`src/rtl/axi_arb_pkg.sv`:
```
// rtl/axi_arb_pkg.sv - shared types for the two-master AXI4-Lite arbiter
package axi_arb_pkg;

  typedef enum logic [1:0] {
    W_IDLE = 2'd0,
    W_ADDR = 2'd1,
    W_DATA = 2'd2,
    W_RESP = 2'd3
  } wr_state_t;

  typedef enum logic [1:0] {
    R_IDLE = 2'd0,
    R_ADDR = 2'd1,
    R_DATA = 2'd2
  } rd_state_t;

  typedef logic mst_idx_t;

  localparam mst_idx_t   MST_BRIDGE    = 1'b0;
  localparam logic [1:0] AXI_RESP_OKAY = 2'b00;

endpackage

```
`src/rtl/rr_arb2.sv`:
```
// rtl/rr_arb2.sv - two-way round-robin picker; ptr names the master that wins a tie
module rr_arb2 (
  input  logic [1:0] req,
  input  logic       ptr,
  output logic       grant,
  output logic       valid
);

  always_comb begin
    valid = |req;
    grant = 1'b0;
    if (req == 2'b11) grant = ptr;
    else if (req[1])  grant = 1'b1;
  end

endmodule

```
`src/rtl/axi_lite_arb2.sv`:
```
// rtl/axi_lite_arb2.sv - two-master AXI4-Lite arbiter, independent round-robin read and write paths
module axi_lite_arb2
  import axi_arb_pkg::*;
#(
  parameter int ADDR_W = 32,
  parameter int DATA_W = 32
) (
  input  logic                clk,
  input  logic                reset,
  input  logic [ADDR_W-1:0]   m0_awaddr,
  input  logic                m0_awvalid,
  output logic                m0_awready,
  input  logic [DATA_W-1:0]   m0_wdata,
  input  logic [DATA_W/8-1:0] m0_wstrb,
  input  logic                m0_wvalid,
  output logic                m0_wready,
  output logic [1:0]          m0_bresp,
  output logic                m0_bvalid,
  input  logic                m0_bready,
  input  logic [ADDR_W-1:0]   m0_araddr,
  input  logic                m0_arvalid,
  output logic                m0_arready,
  output logic [DATA_W-1:0]   m0_rdata,
  output logic [1:0]          m0_rresp,
  output logic                m0_rvalid,
  input  logic                m0_rready,
  input  logic [ADDR_W-1:0]   m1_awaddr,
  input  logic                m1_awvalid,
  output logic                m1_awready,
  input  logic [DATA_W-1:0]   m1_wdata,
  input  logic [DATA_W/8-1:0] m1_wstrb,
  input  logic                m1_wvalid,
  output logic                m1_wready,
  output logic [1:0]          m1_bresp,
  output logic                m1_bvalid,
  input  logic                m1_bready,
  input  logic [ADDR_W-1:0]   m1_araddr,
  input  logic                m1_arvalid,
  output logic                m1_arready,
  output logic [DATA_W-1:0]   m1_rdata,
  output logic [1:0]          m1_rresp,
  output logic                m1_rvalid,
  input  logic                m1_rready,
  output logic [ADDR_W-1:0]   s_awaddr,
  output logic                s_awvalid,
  input  logic                s_awready,
  output logic [DATA_W-1:0]   s_wdata,
  output logic [DATA_W/8-1:0] s_wstrb,
  output logic                s_wvalid,
  input  logic                s_wready,
  input  logic [1:0]          s_bresp,
  input  logic                s_bvalid,
  output logic                s_bready,
  output logic [ADDR_W-1:0]   s_araddr,
  output logic                s_arvalid,
  input  logic                s_arready,
  input  logic [DATA_W-1:0]   s_rdata,
  input  logic [1:0]          s_rresp,
  input  logic                s_rvalid,
  output logic                s_rready,
  output logic                wr_owner,
  output logic                rd_owner
);

  wr_state_t wr_state, wr_state_nxt;
  rd_state_t rd_state, rd_state_nxt;
  mst_idx_t  wr_ptr, rd_ptr, wr_pick, rd_pick;
  logic      wr_req, rd_req;

  rr_arb2 u_wr_arb (.req({m1_awvalid, m0_awvalid}), .ptr(wr_ptr), .grant(wr_pick), .valid(wr_req));
  rr_arb2 u_rd_arb (.req({m1_arvalid, m0_arvalid}), .ptr(rd_ptr), .grant(rd_pick), .valid(rd_req));

  always_ff @(posedge clk) begin
    if (reset) begin
      wr_state <= W_IDLE;
      rd_state <= R_IDLE;
      wr_owner <= MST_BRIDGE;
      rd_owner <= MST_BRIDGE;
      wr_ptr   <= MST_BRIDGE;
      rd_ptr   <= MST_BRIDGE;
    end else begin
      wr_state <= wr_state_nxt;
      rd_state <= rd_state_nxt;
      if (wr_state == W_IDLE && wr_req) wr_owner <= wr_pick;
      if (rd_state == R_IDLE && rd_req) rd_owner <= rd_pick;
      // The master just served loses the next tie.
      if (wr_state == W_RESP && s_bvalid && s_bready) wr_ptr <= ~wr_owner;
      if (rd_state == R_DATA && s_rvalid && s_rready) rd_ptr <= ~rd_owner;
    end
  end

  logic [ADDR_W-1:0]   sel_awaddr, sel_araddr;
  logic [DATA_W-1:0]   sel_wdata;
  logic [DATA_W/8-1:0] sel_wstrb;
  logic                sel_awvalid, sel_wvalid, sel_bready, sel_arvalid, sel_rready;

  always_comb begin
    sel_awaddr  = wr_owner ? m1_awaddr  : m0_awaddr;
    sel_awvalid = wr_owner ? m1_awvalid : m0_awvalid;
    sel_wdata   = wr_owner ? m1_wdata   : m0_wdata;
    sel_wstrb   = wr_owner ? m1_wstrb   : m0_wstrb;
    sel_wvalid  = wr_owner ? m1_wvalid  : m0_wvalid;
    sel_bready  = wr_owner ? m1_bready  : m0_bready;
    sel_araddr  = rd_owner ? m1_araddr  : m0_araddr;
    sel_arvalid = rd_owner ? m1_arvalid : m0_arvalid;
    sel_rready  = rd_owner ? m1_rready  : m0_rready;
  end

  // Outputs are gated by phase, so idle or reset leaves every output at zero.
  always_comb begin
    wr_state_nxt = wr_state;
    s_awaddr     = '0;
    s_awvalid    = 1'b0;
    s_wdata      = '0;
    s_wstrb      = '0;
    s_wvalid     = 1'b0;
    s_bready     = 1'b0;
    m0_awready   = 1'b0;
    m1_awready   = 1'b0;
    m0_wready    = 1'b0;
    m1_wready    = 1'b0;
    m0_bvalid    = 1'b0;
    m1_bvalid    = 1'b0;
    m0_bresp     = AXI_RESP_OKAY;
    m1_bresp     = AXI_RESP_OKAY;
    case (wr_state)
      W_IDLE: if (wr_req) wr_state_nxt = W_ADDR;
      W_ADDR: begin
        s_awaddr  = sel_awaddr;
        s_awvalid = sel_awvalid;
        if (wr_owner) m1_awready = s_awready;
        else          m0_awready = s_awready;
        if (sel_awvalid && s_awready) wr_state_nxt = W_DATA;
      end
      W_DATA: begin
        s_wdata  = sel_wdata;
        s_wstrb  = sel_wstrb;
        s_wvalid = sel_wvalid;
        if (wr_owner) m1_wready = s_wready;
        else          m0_wready = s_wready;
        if (sel_wvalid && s_wready) wr_state_nxt = W_RESP;
      end
      W_RESP: begin
        s_bready = sel_bready;
        if (wr_owner) begin
          m1_bvalid = s_bvalid;
          m1_bresp  = s_bresp;
        end else begin
          m0_bvalid = s_bvalid;
          m0_bresp  = s_bresp;
        end
        if (s_bvalid && sel_bready) wr_state_nxt = W_IDLE;
      end
      default: wr_state_nxt = W_IDLE;
    endcase
  end

  always_comb begin
    rd_state_nxt = rd_state;
    s_araddr     = '0;
    s_arvalid    = 1'b0;
    s_rready     = 1'b0;
    m0_arready   = 1'b0;
    m1_arready   = 1'b0;
    m0_rvalid    = 1'b0;
    m1_rvalid    = 1'b0;
    m0_rdata     = '0;
    m1_rdata     = '0;
    m0_rresp     = AXI_RESP_OKAY;
    m1_rresp     = AXI_RESP_OKAY;
    case (rd_state)
      R_IDLE: if (rd_req) rd_state_nxt = R_ADDR;
      R_ADDR: begin
        s_araddr  = sel_araddr;
        s_arvalid = sel_arvalid;
        if (rd_owner) m1_arready = s_arready;
        else          m0_arready = s_arready;
        if (sel_arvalid && s_arready) rd_state_nxt = R_DATA;
      end
      R_DATA: begin
        s_rready = sel_rready;
        if (rd_owner) begin
          m1_rvalid = s_rvalid;
          m1_rdata  = s_rdata;
          m1_rresp  = s_rresp;
        end else begin
          m0_rvalid = s_rvalid;
          m0_rdata  = s_rdata;
          m0_rresp  = s_rresp;
        end
        if (s_rvalid && sel_rready) rd_state_nxt = R_IDLE;
      end
      default: rd_state_nxt = R_IDLE;
    endcase
  end

endmodule

```
`config.mk`:
```
export PLATFORM = sky130hd
export DESIGN_NAME = axi_lite_arb2
export DESIGN_NICKNAME = d
export VERILOG_FILES = /design/src/rtl/axi_arb_pkg.sv /design/src/rtl/rr_arb2.sv /design/src/rtl/axi_lite_arb2.sv
export SDC_FILE = /design/constraint.sdc
export NUM_CORES = 1
export LEC_CHECK = 0
export CAP_MARGIN = 15
export CORE_AREA = 3 3 169 171
export CTS_CLUSTER_DIAMETER = 150
export DETAILED_ROUTE_END_ITERATION = 12
export DIE_AREA = 0 0 172 174
export PLACE_DENSITY = 0.45
export SYNTH_ARGS = -nofsm -noshare
export SYNTH_HDL_FRONTEND = slang
export SYNTH_SLANG_ARGS = --single-unit
```
`constraint.sdc`:
```
create_clock -name clk -period 3.3 [get_ports clk]
set_input_delay 0.99 -clock clk [delete_from_list [all_inputs] [get_ports clk]]
set_output_delay 0.99 -clock clk [all_outputs]
set_load 0.05 [all_outputs]
```
**Word level (Yosys, flattened, before mapping)**

Index checks and enable logic that the tools add are counted.

- Equality and inequality tests: 14
- Muxes and demuxes: 63
- Bitwise gates (word level): 2
- Reductions and logical operators: 17

Operator list:

| kind | number |
|---|---|
| $mux W32 | 10 |
| $mux W1 | 34 |
| $mux W2 | 15 |
| $logic_and A1 B1 Y1 | 11 |
| $eq A2 B2 Y1 const B | 5 |
| $ne A2 B2 Y1 const B | 5 |
| $mux W4 | 2 |
| $pmux W2 S4 | 1 |
| $pmux W2 S3 | 1 |
| $eq A2 B1 Y1 const B | 2 |
| $logic_not A2 Y1 | 2 |
| $ne A2 B1 Y1 const B | 2 |
| $reduce_and A4 Y1 | 1 |
| $reduce_or A2 Y1 | 2 |
| $reduce_and A3 Y1 | 1 |
| $not A1 Y1 | 2 |

- Flip-flop bits (word level): 8
- Input port bits: 253
- Output and inout bits: 189
- Word-level logic and storage cells: 102

**Logic depth before layout (Yosys ltp)**

- Depth in word-level cells: 4
- Gate-level depth with buffers: 5
- Gate-level depth less buffers: 5

**Modules after synthesis**

A second synthesis with hierarchy kept.

- Cells, all modules: 389
- Area, all modules: 2771.4 um2

Modules (own cells, without submodules):

| module | times used | cells each | area an instance (um2) | sequential area each (um2) |
|---|---|---|---|---|
| axi_lite_arb2 | 1 | 383 | 2736.4 | 160.2 |
| rr_arb2 | 2 | 3 | 17.5 | 0.0 |

**Worst setup path before layout**

No wires, ideal clock.

- Path type: register to output
- Start: register wr_owner
- End: output s_awaddr[10]
- Arrival time: 2.002 ns
- Required time: 2.310 ns
- Path slack: 0.308 ns
- Cell stages (with the launch flop): 6
- Path buffers: 3
- Path through: dfxtp_1 -> buf_4 -> buf_4 -> buf_6 -> mux2i_1 -> nor2b_1

- Word-level cells in the longest chain between the ends: 2

RTL lines:

| what | line | source |
|---|---|---|
| start, declared | axi_lite_arb2.sv:61 | `output logic wr_owner,` |
| start signal, assigned | axi_lite_arb2.sv:84 | `if (wr_state == W_IDLE && wr_req) wr_owner <= wr_pick;` |
| $mux W32 | axi_lite_arb2.sv:98 | `sel_awaddr = wr_owner ? m1_awaddr : m0_awaddr;` |
| $mux W32 | axi_lite_arb2.sv:126 | `case (wr_state)` |
| end, declared | axi_lite_arb2.sv:44 | `output logic [ADDR_W-1:0] s_awaddr,` |

No other way between the ends.

**Final worst setup path**

- Start: input m1_awvalid
- End: output s_awvalid

- Word-level cells in the longest chain between the ends: 2

RTL lines:

| what | line | source |
|---|---|---|
| start, declared | axi_lite_arb2.sv:28 | `input logic m1_awvalid,` |
| $mux W1 | axi_lite_arb2.sv:99 | `sel_awvalid = wr_owner ? m1_awvalid : m0_awvalid;` |
| $mux W1 | axi_lite_arb2.sv:126 |  |
| end, declared | axi_lite_arb2.sv:45 | `output logic s_awvalid,` |

No other way between the ends.

==> metrics.log <==
[metrics] run status: finished, final reports clean
[metrics] die area: 29900 um2
[metrics] switching share of power: 48.6%
[metrics] placed insts: 1145
[metrics] die extent in y: 174 um
[metrics] Crit. End Element: output port
[metrics] signed area change from the synthesized netlist to the final layout: 240%
[metrics] synth top area cells: mux2i_1, nor2b_1, and2_1
[metrics] clock sink count: 8
[metrics] number of synthesis warnings: 0
[metrics] initial core utilization: 10.4%
[metrics] Max stage delay on crit path: 0.55 ns
[metrics] FF-to-FF Start: wr_owner
[metrics] leakage power total: 3.61 nW
[metrics] number of hold violations in the final report: 0
[metrics] first drt pass iteration count: 4
[metrics] power density normalized to cell area: 366 nW/um2
[metrics] core box area: 27000 um2
[metrics] total standard cell area after synthesis: 2800 um2
[metrics] Clk network pwr share: 6.3%
[metrics] clock latency on the worst-skew pair: 0.24 ns
[metrics] synthesized area divided by synthesized cell count: 7.30 um2
[metrics] final period utilization: 93.0%
[metrics] ordered cell list for the critical path: clkdlybuf4s50_1, mux2i_1, nor2b_1, buf_12
[metrics] pre-CTS worst setup slack: 0.227 ns
[metrics] origin of the worst setup path: m1_awvalid
[metrics] most common cell after layout, fill and taps aside: clkdlybuf4s50_1
[metrics] Synth Instances: 383
[metrics] half-perimeter wire length after detailed placement: 18400 um
[metrics] cell internal pwr: 1.79 mW
[metrics] Clock Skews: 0.000286 ns
[metrics] worst-case register-to-register setup slack: 1.46 ns
[metrics] clock tree from TritonCTS: built
[metrics] top-area cell type share of the netlist area: 38.3%
[metrics] min Tclk post-route: 3.07 ns
[metrics] portion of the post-synthesis area used by sequential elements: 5.72%
[metrics] number of vias after detailed routing: 4261
[metrics] part of the total power dissipated in sequential elements: 4.2%
[metrics] accumulated negative setup slack: 0 ns
[metrics] number of distinct standard cells referenced by the synthesized netlist: 29
[metrics] cell depth of the worst flop-to-flop path: 5
[metrics] total global-route track usage: 13.0%
[metrics] Clock Path Buffers: 2
[metrics] Worst Min Path Start: wr_state[1]
[metrics] net count reported at finish: 1067
[metrics] master cell of the clock root buffer: clkbuf_16
[metrics] #FFs+latches synth: 8
[metrics] Final Max Slew Viols: 0
[metrics] combinational share of power: 89.5%
[metrics] library cell occupying the most area in the post-synthesis netlist: mux2i_1
[metrics] Startpoint Class: input port
[metrics] average vias per placed instance: 3.71
[metrics] leftover overflow at the end of global routing: 0
[metrics] upper clock frequency limit: 326 MHz
[metrics] most frequent cells in the layout: clkdlybuf4s50_1, buf_12, mux2i_1
[metrics] Net Count, Synth: 641
[metrics] number of antenna violations at the first check in global routing: 1
[metrics] First DRT Iteration DRCs: 88
[metrics] fraction of final layout cells sized beyond drive strength 1: 25.6%
[metrics] average wire length per cell after detail routing: 18.3 um
[metrics] post-route core utilization: 35.2%
[metrics] pin count of the biggest net entering global routing: 39
[metrics] required time of the critical path: 2.31 ns
[metrics] number of buffers inserted by port buffering: 441
[metrics] CTS-repair resized insts: 0
[metrics] detailed-route wire length: 21000 um
[metrics] maximum level of the CTS H-tree: 1
[metrics] number of buffers created by CTS: 3
[metrics] worst endpoint data arrival time: 2.08 ns
[metrics] number of nets with antenna violations after detailed routing: 0
[metrics] slew of the pin with the lowest slew margin: 0.511 ns
[metrics] CTS Hold Bufs: 0
[metrics] end point of the critical path: s_awvalid
[metrics] switching power summed over all nets: 1.69 mW
[metrics] critical path type: in -> out
[metrics] unrepaired setup endpoints after global routing: no
[metrics] cell row count: 60
[metrics] max-capacitance violation count: 0
[metrics] clock-pin slew on the worst setup and hold paths: 0.04 ns
[metrics] Ports: 442
[metrics] CP max FO: 3
[metrics] final setup vio count: 0
[metrics] Reg-to-Reg End: wr_state[0]
[metrics] Layout Cells excl Fill: 1150
[metrics] CP max-delay cell: clkdlybuf4s50_1
[metrics] remaining routing DRC violations: 0
[metrics] number of post-CTS setup repair buffers: 0
[metrics] HP Class: reg -> reg
[metrics] remaining max-slew budget at the tightest pin: 65.9%
[metrics] highest ir drop seen on vdd: 0.150 mV
[metrics] horizontal extent of the die: 172 um
[metrics] final setup margin: 0.229 ns
[metrics] first-pass GRT wire length: 29500 um
[metrics] final weighted congestion in routability-driven placement: 0.781
[metrics] number of global-route vias before repair: 4470
-- worst min path at each step --
| stage | cells after the start | to |
|---|---|---|
| CTS | 2 | wr_state[1] |
| global route | 2 | wr_state[0] |
| floorplan | 2 | wr_ptr |
| finish | 2 | wr_state[1] |
| detailed placement | 2 | wr_state[1] |
| global placement | 2 | wr_state[1] |
-- worst max-delay path: cells and delay by family --
kind	cells	cell delay (ns)
muxes	1	0.15
and+or+nand+nor	1	0.22
buffers and inverters	2	0.72
-- Yosys cell counts --
library cell    n
and3_1          7
a21oi_1         1
a211oi_1        1
buf_1           1
o21bai_1        1
o21ai_1         1
a2111oi_0       1
buf_6           3
buf_2           9
nor2_1         41
mux2i_1       107
nand2b_4        1
nor3b_1         1
dfxtp_1         8
buf_4           4
clkbuf_1       11
ha_1            5
inv_1           6
and2_1         73
nor2b_1        75
nand2b_1        6
clkbuf_2        3
a2bb2oi_1       1
a32oi_1         2
nand4_1         2
nor2_2          3
nor3_1          1
o21ai_0         3
nand2_1         5
-- cell families after synthesis --
| group | after synthesis | share of synthesized area, % |
|---|---|---|
| and+or+nand+nor | 215 | 44.2 |
| muxes | 107 | 38.3 |
| buffers and inverters | 37 | 6.84 |
| AOI/OAI and AO/OA | 11 | 2.68 |
| DFF | 8 | 5.72 |
| adders and majority gates | 5 | 2.24 |
-- per-layer routing --
metal / global-route usage, % / share of wire (%) / wire, um
met1: 13.2 / 34 / 7140
met2: 23.9 / 51 / 10700
met3: 6.75 / 14 / 2940
met4: 1.96 / 1.2 / 246
met5: 0 / 0 / 0
-- final cells by class --
class                           count  area [um2]
Antenna cell                        1        2.50
Sequential cell                     8         165
Clock buffer                        4        78.8
Fill cell                        2718       17500
Multi-Input combinational cell    338        2450
Inverter                            6        22.5
Tap cell                          341         427
Timing Repair Buffer              452        6380
-- per-stage QoR --
| stage | area (um2) | power (mW) | hold slack [ns] |
|---|---|---|---|
| final | 9520 | 3.49 | 0.518 |
| after global routing | 9520 | 3.65 | 0.558 |
| after CTS | 9520 | 3.55 | 0.523 |
| after detailed placement | 9440 | 3.31 | 0.515 |
| after global placement | 9440 | 3.31 | 0.509 |
| after floorplan | 2800 | 1.65 | 0.468 |
-- flip-flops by register name, summed over array words and instances (netlist names) --
register and cells:
wr_ptr 1, wr_owner 1, rd_ptr 1, rd_owner 1, wr_state 2, rd_state 2
-- power groups by stage --
| stage | Clock, mW | Combinational [mW] | Sequential, mW |
|---|---|---|---|
| 2_1_floorplan | 0 | 1.51 | 0.137 |
| 3_3_place_gp | 0 | 3.16 | 0.149 |
| 3_5_place_dp | 0 | 3.16 | 0.150 |
| 4_1_cts | 0.232 | 3.17 | 0.149 |
| 5_1_grt | 0.237 | 3.26 | 0.152 |
| 6_report | 0.220 | 3.12 | 0.146 |
(Power assumes the default switching activity.)
